<file path="config.mk">
export PLATFORM = sky130hd
export DESIGN_NAME = fetch_control
export DESIGN_NICKNAME = d
export VERILOG_FILES = /design/src/rtl/fetch_control.sv
export SDC_FILE = /design/constraint.sdc
export NUM_CORES = 1
export LEC_CHECK = 0
export ABC_CLOCK_PERIOD_IN_PS = 3200
export CAP_MARGIN = 20
export CELL_PAD_IN_SITES_DETAIL_PLACEMENT = 1
export CELL_PAD_IN_SITES_GLOBAL_PLACEMENT = 1
export CORE_MARGIN = 5
export CORE_UTILIZATION = 30
export CTS_CLUSTER_SIZE = 24
export DETAILED_ROUTE_END_ITERATION = 8
export PLACE_DENSITY_LB_ADDON = 0.1
export SLEW_MARGIN = 40
export SYNTH_ARGS = -nofsm -noshare
export SYNTH_HDL_FRONTEND = slang
export SYNTH_SLANG_ARGS = --single-unit
</file>
<file path="constraint.sdc">
create_clock -name CLK -period 3.2 [get_ports CLK]
set_input_delay 0.64 -clock CLK [delete_from_list [all_inputs] [get_ports CLK]]
set_output_delay 0.64 -clock CLK [all_outputs]
set_load 0.005 [all_outputs]
</file>
<file path="src/rtl/fetch_control.sv">
// Fetch-stage sequencer: owns the PC, issues instruction reads and steers the
// fetch/decode register through redirects, hazard stalls and halt.
module fetch_control #(
    parameter logic [31:0] RESET_PC          = 32'h0000_0000,
    parameter logic [31:0] RESET_FETCH_COUNT = 32'h0000_0000
) (
    input  logic        CLK,
    input  logic        nRST,
    input  logic        ihit,
    input  logic        hazard_stall,
    input  logic        redirect,
    input  logic [31:0] redirect_pc,
    input  logic        halt,
    output logic        imemREN,
    output logic [31:0] imemaddr,
    output logic [31:0] next_memaddr,
    output logic        fd_ihit,
    output logic        fd_stall,
    output logic        fd_flush,
    output logic        halted,
    output logic [31:0] fetch_count
);

    localparam logic [1:0] ST_FETCH = 2'd0;
    localparam logic [1:0] ST_DRAIN = 2'd1;
    localparam logic [1:0] ST_HALT  = 2'd2;

    localparam logic [31:0] RESET_PC_ALIGNED = RESET_PC & 32'hFFFF_FFFC;

    logic [1:0]  state_q, state_d;
    logic [31:0] pc_q, pc_d;
    logic [31:0] pending_pc_q, pending_pc_d;
    logic [31:0] fetch_count_q, fetch_count_d;
    logic [31:0] target_pc;

    assign target_pc = redirect_pc & 32'hFFFF_FFFC;

    always_comb begin
        state_d       = state_q;
        pc_d          = pc_q;
        pending_pc_d  = pending_pc_q;
        fetch_count_d = fetch_count_q;
        fd_ihit       = 1'b0;
        fd_stall      = 1'b0;
        fd_flush      = 1'b0;

        case (state_q)
            ST_FETCH: begin
                if (halt) begin
                    fd_flush = 1'b1;
                    state_d  = ST_HALT;
                end else if (redirect) begin
                    fd_flush = 1'b1;
                    if (ihit) begin
                        pc_d = target_pc;
                    end else begin
                        // The in-flight read cannot be cancelled; park the target until it lands.
                        pending_pc_d = target_pc;
                        state_d      = ST_DRAIN;
                    end
                end else if (hazard_stall) begin
                    fd_stall = 1'b1;
                end else if (ihit) begin
                    fd_ihit       = 1'b1;
                    pc_d          = pc_q + 32'd4;
                    fetch_count_d = fetch_count_q + 32'd1;
                end
            end

            ST_DRAIN: begin
                fd_flush = 1'b1;
                if (halt) begin
                    state_d = ST_HALT;
                end else begin
                    if (redirect) begin
                        pending_pc_d = target_pc;
                    end
                    if (ihit) begin
                        pc_d    = redirect ? target_pc : pending_pc_q;
                        state_d = ST_FETCH;
                    end
                end
            end

            ST_HALT: begin
                fd_stall = 1'b1;
            end

            default: begin
                state_d = ST_FETCH;
            end
        endcase
    end

    always_ff @(posedge CLK or negedge nRST) begin
        if (!nRST) begin
            state_q       <= ST_FETCH;
            pc_q          <= RESET_PC_ALIGNED;
            pending_pc_q  <= 32'h0000_0000;
            fetch_count_q <= RESET_FETCH_COUNT;
        end else begin
            state_q       <= state_d;
            pc_q          <= pc_d;
            pending_pc_q  <= pending_pc_d;
            fetch_count_q <= fetch_count_d;
        end
    end

    assign imemREN      = (state_q != ST_HALT);
    assign halted       = (state_q == ST_HALT);
    assign imemaddr     = pc_q;
    assign next_memaddr = pc_q + 32'd4;
    assign fetch_count  = fetch_count_q;

endmodule

</file>
# Word-level counts from Yosys, hierarchy flattened
# Index checks and enable logic that the tools add are counted.
[totals] register_bits=98 input_bits=38 output_inout_bits=101
[op_classes] addsub=2 eq_ne=14 muxes=32 bitwise=4 n_reduce_logical=6
[ops] cell="2-to-1 mux 32 bit" count=12
[ops] cell="one-hot mux 32 bit (2 select lines)" count=2
[ops] cell="adder 32 x 1 -> 32 bit, second input constant" count=1
[ops] cell="adder 32 x 3 -> 32 bit, second input constant" count=1
[ops] cell="!= test 3 bit, second input constant" count=6
[ops] cell="!= test 2 bit, second input constant" count=6
[ops] cell="2-to-1 mux 1 bit" count=10
[ops] cell="2-to-1 mux 2 bit" count=5
[ops] cell="AND reduction 5 bit" count=2
[ops] cell="AND reduction 7 bit" count=1
[ops] cell="one-hot mux 2 bit (3 select lines)" count=1
[ops] cell="NOT 1 bit" count=4
[ops] cell="one-hot mux 1 bit (2 select lines)" count=2
[ops] cell="AND reduction 4 bit" count=1
[ops] cell="== test 2 x 1 -> 1 bit, second input constant" count=1
[ops] cell="== test 2 bit, second input constant" count=1
[ops] cell="logical NOT 2 bit" count=1
[ops] cell="nonzero test 2 bit" count=1

# Logic depth before layout (Yosys ltp)
[depth] depth_word=6 depth_mapped=8

# Least setup slack after synthesis
# OpenSTA, ideal clock, no wires.
[synth_timing] path_kind="register -> output" from="reg pc_q[2], in the netlist imemaddr[2]" to="out next_memaddr[30]" t_arrival_ps=1595 required_time_ps=2560 slack_ps=965 stages_incl_launch_ff=7 n_path_buf=0 cell_sequence="dfrtp_1 -> ha_1 -> nand4_1 -> nor4_2 -> and2_1 -> nand3_1 -> xnor2_1"
[synth_via] elab_chain_cells=1
[synth_rtl] item="start, declared" line_no="31" rtl="logic [31:0] pc_q, pc_d;"
[synth_rtl] item="start signal, assigned" line_no="103" rtl="pc_q <= pc_d;"
[synth_rtl] item="adder 32 x 3 -> 32 bit" line_no="112" rtl="assign next_memaddr = pc_q + 32'd4;"
[synth_rtl] item="end, declared" line_no="16" rtl="output logic [31:0] next_memaddr,"
# Every way passes these cells.

# Worst setup path after layout
[layout_timing] from="reg pc_q[2], in the netlist imemaddr[2]" to="out next_memaddr[28]"
# Same word-level chain as after synthesis.

==> results_dict.tcl <==
set metrics [dict create \
    status "completed" \
    drtIter0Drc 139 \
    wl_met1_um 8060 \
    dr.pass1.iters 4 \
    finalCritPeriodShare_pct 96.1 \
    syn_to_final_growth_pct 44.3 \
    avgSynthCellArea_um2 10.1 \
    fmax_ghz 0.325 \
    required_ps 2560 \
    synth_most_common_cell "dfrtp_1" \
    finalHoldViolations 0 \
    dpl.hpwl_um 13000 \
    hp-class "input pin to asynchronous set/reset pin" \
    slew_violations 0 \
    routed_wl_um 18000 \
    cp_max_fo 4 \
    slew_headroom_pct 47.9 \
    drc 0 \
    ys.flop_type "dfrtp_1" \
    gp_congestion 0.755 \
    final_nets 729 \
    synth_fp_nets 569 \
    start_util_pct 30.7 \
    ys_seq_area_share_pct 45.9 \
    clock_latency_ps 350 \
    setup-violations-final 0 \
    utilization_pct 44.3 \
    syn_area_mm2 0.00535 \
    cts.sinks 98 \
    antenna_found_initial 1 \
    synthDominantCellAreaShare_pct 45.9 \
    highest_layer "met5" \
    post-place-ws_ps 124 \
    synthTopCellsByCount "98 x dfrtp_1, 57 x nand2_1, 40 x mux2_2" \
    ios 139 \
    grt_pass1_vias 5330 \
    overflow 0 \
    syn_inst 529 \
    ir_worst_vdd_mv 0.343 \
    drive_gt1_share_pct 20.2 \
    cts_root_buffer "clkbuf_16" \
    diodes 0 \
    met3_length_um 841 \
    die_w_um 144 \
    fin_ws_ps 125 \
    fillers 1920 \
    die_area_mm2 0.0206 \
    synthTopCellsByArea "dfrtp_1 46%, mux2_2 8.4%, xnor2_1 6.2%" \
    crit_path_end_kind "primary output" \
    period_minus_slack_ps 3080 \
    core_mm2 0.0174 \
    crit_path_start_kind "flop" \
    grt_pass1_wl_um 29000 \
    die_h_um 144 \
    rows 48 \
    power.total_mw 5.31 \
    fin_hold_ws_ps 289 \
    ys_ff_latch 98 \
    cts_tree "yes" \
    synth_edf_count 0 \
    port_buffers 136 \
    htree_num_levels 3 \
    worst_pin_slew_ps 778 \
    async_reset_ff_share_pct 100 \
    synth_top_cell_by_area "dfrtp_1" \
    grt_max_degree 43 \
    vias_per_cell 5.18 \
    power_density_mw_per_mm2 688 \
    cap_viol_max_count 0 \
    critPathKind "flop to primary output" \
    path_clk_slew_ps 70 \
    arrival_ps 2440 \
    yosysWarnings 0 \
    via_count 4758 \
    clockBufferDepth 2 \
    ant_nets 0 \
    met2WireLength_um 8790 \
    routedWlPerCell_um 19.6 \
    synth_cell_types 54 \
    cts_made_buffers 9 \
    finClkSkew_ps 6.58 \
    leakage_nw 3.37 \
    rsz0062_at_grt "yes" \
    grt_use_total_pct 17.9 \
]
==> flip-flops by register name (all words and copies together), names as in the netlist <==
register      cells
fetch_count      32
imemaddr         32
pending_pc_q     32
state_q           2
==> metal layers <==
| metal | up-vias | GRT usage [%] |
|---|---|---|
| met5 | - | 0 |
| met4 | 2 | 6.19 |
| met3 | 21 | 3.59 |
| met2 | 119 | 30.6 |
| met1 | 2396 | 22.6 |
| li1 | 2220 | - |
==> final timing paths <==
path                       cells past startpoint  slack (ps)                          end                   startpoint
min reg2reg                                    1         490  fetch_count[31]$_DFFE_PN0P_  fetch_count[31]$_DFFE_PN0P_
min in group CLK                               1         490  fetch_count[31]$_DFFE_PN0P_  fetch_count[31]$_DFFE_PN0P_
max                                            8         120             next_memaddr[28]      imemaddr[2]$_DFFE_PN0P_
max in group asynchronous                      2        2210     imemaddr[16]$_DFFE_PN0P_                         nRST
min                                            1         290  fetch_count[22]$_DFFE_PN0P_                         nRST
max reg2reg                                    5         890  fetch_count[19]$_DFFE_PN0P_       state_q[1]$_DFFE_PN0P_
==> cells by family (layout without fill, tap and decap cells) <==
group / count (synthesis) / count (layout) / share of synthesized area (%)
xor+xnor: 59 / 59 / 9.66
mux: 41 / 41 / 8.61
fa+ha+maj: 2 / 2 / 0.468
simple gates: 194 / 194 / 19.7
buf+inv: 41 / 206 / 3.28
compound gates: 94 / 94 / 12.4
flops: 98 / 98 / 45.9
==> what timing repair did <==
item	CTS	global route
hold buffers	0	0
pin swaps	4	5
cloned	0	0
setup buffers	5	4
resized for setup	20	18
setup endpoints to repair	14	20
==> layout by cell type (no fill, tap or decap), types with 4 or more instances in the layout <==
master | netlist | routed
nor3_1 | 15 | 13
a32o_1 | 10 | 10
a21oi_1 | 18 | 17
and2_1 | 6 | 6
a221oi_1 | 4 | 4
o21ai_0 | 28 | 28
dfrtp_2 | 0 | 5
xnor2_1 | 38 | 28
xnor2_2 | 0 | 10
buf_4 | 2 | 38
inv_1 | 13 | 13
o31a_1 | 5 | 5
nor4_4 | 3 | 4
nand3_1 | 23 | 22
a221o_1 | 11 | 11
nor3_2 | 2 | 4
and3_1 | 16 | 16
clkbuf_16 | 0 | 9
xor2_1 | 21 | 21
clkdlybuf4s50_1 | 0 | 127
dfrtp_1 | 98 | 93
dlymetal6s2s_1 | 0 | 6
nand4_1 | 14 | 14
nor2_1 | 35 | 33
mux2_2 | 40 | 40
nand2_1 | 57 | 55
==> per-stage QoR <==
stage | instances | instance area, µm² | TNS, ps
CTS | 915 | 7630 | -63.9
finish | 919 | 7720 | 0
global placement | 894 | 7140 | 0
floorplan | 529 | 5350 | 0
global route | 919 | 7720 | -134
detailed placement | 894 | 7140 | 0
==> worst max-delay path: stages, from the launching register on <==
cell	delay (ps)
dfrtp_1	400
ha_4	170
nand4_1	180
buf_4	200
nor2_2	120
buf_4	150
nand4_1	140
xnor2_2	200
clkdlybuf4s50_1	530
==> power by group <==
group	internal (mW)	switching (mW)	total, mW
combinational	1.27	0.769	2.04
sequential	1.62	0.427	2.05
clock	0.729	0.493	1.22
==> area by class of cell <==
| type | instances | area (µm²) | share of cell area, % |
|---|---|---|---|
| Clock inverter | 4 | 73.8 | 0.956 |
| Sequential cell | 98 | 2460 | 31.9 |
| Timing Repair Buffer | 177 | 1720 | 22.2 |
| Clock buffer | 12 | 256 | 3.32 |
| Multi-Input combinational cell | 390 | 2880 | 37.3 |
| Inverter | 13 | 48.8 | 0.632 |
| Tap cell | 225 | 282 | 3.65 |
Power figures use the tool's default switching activity.
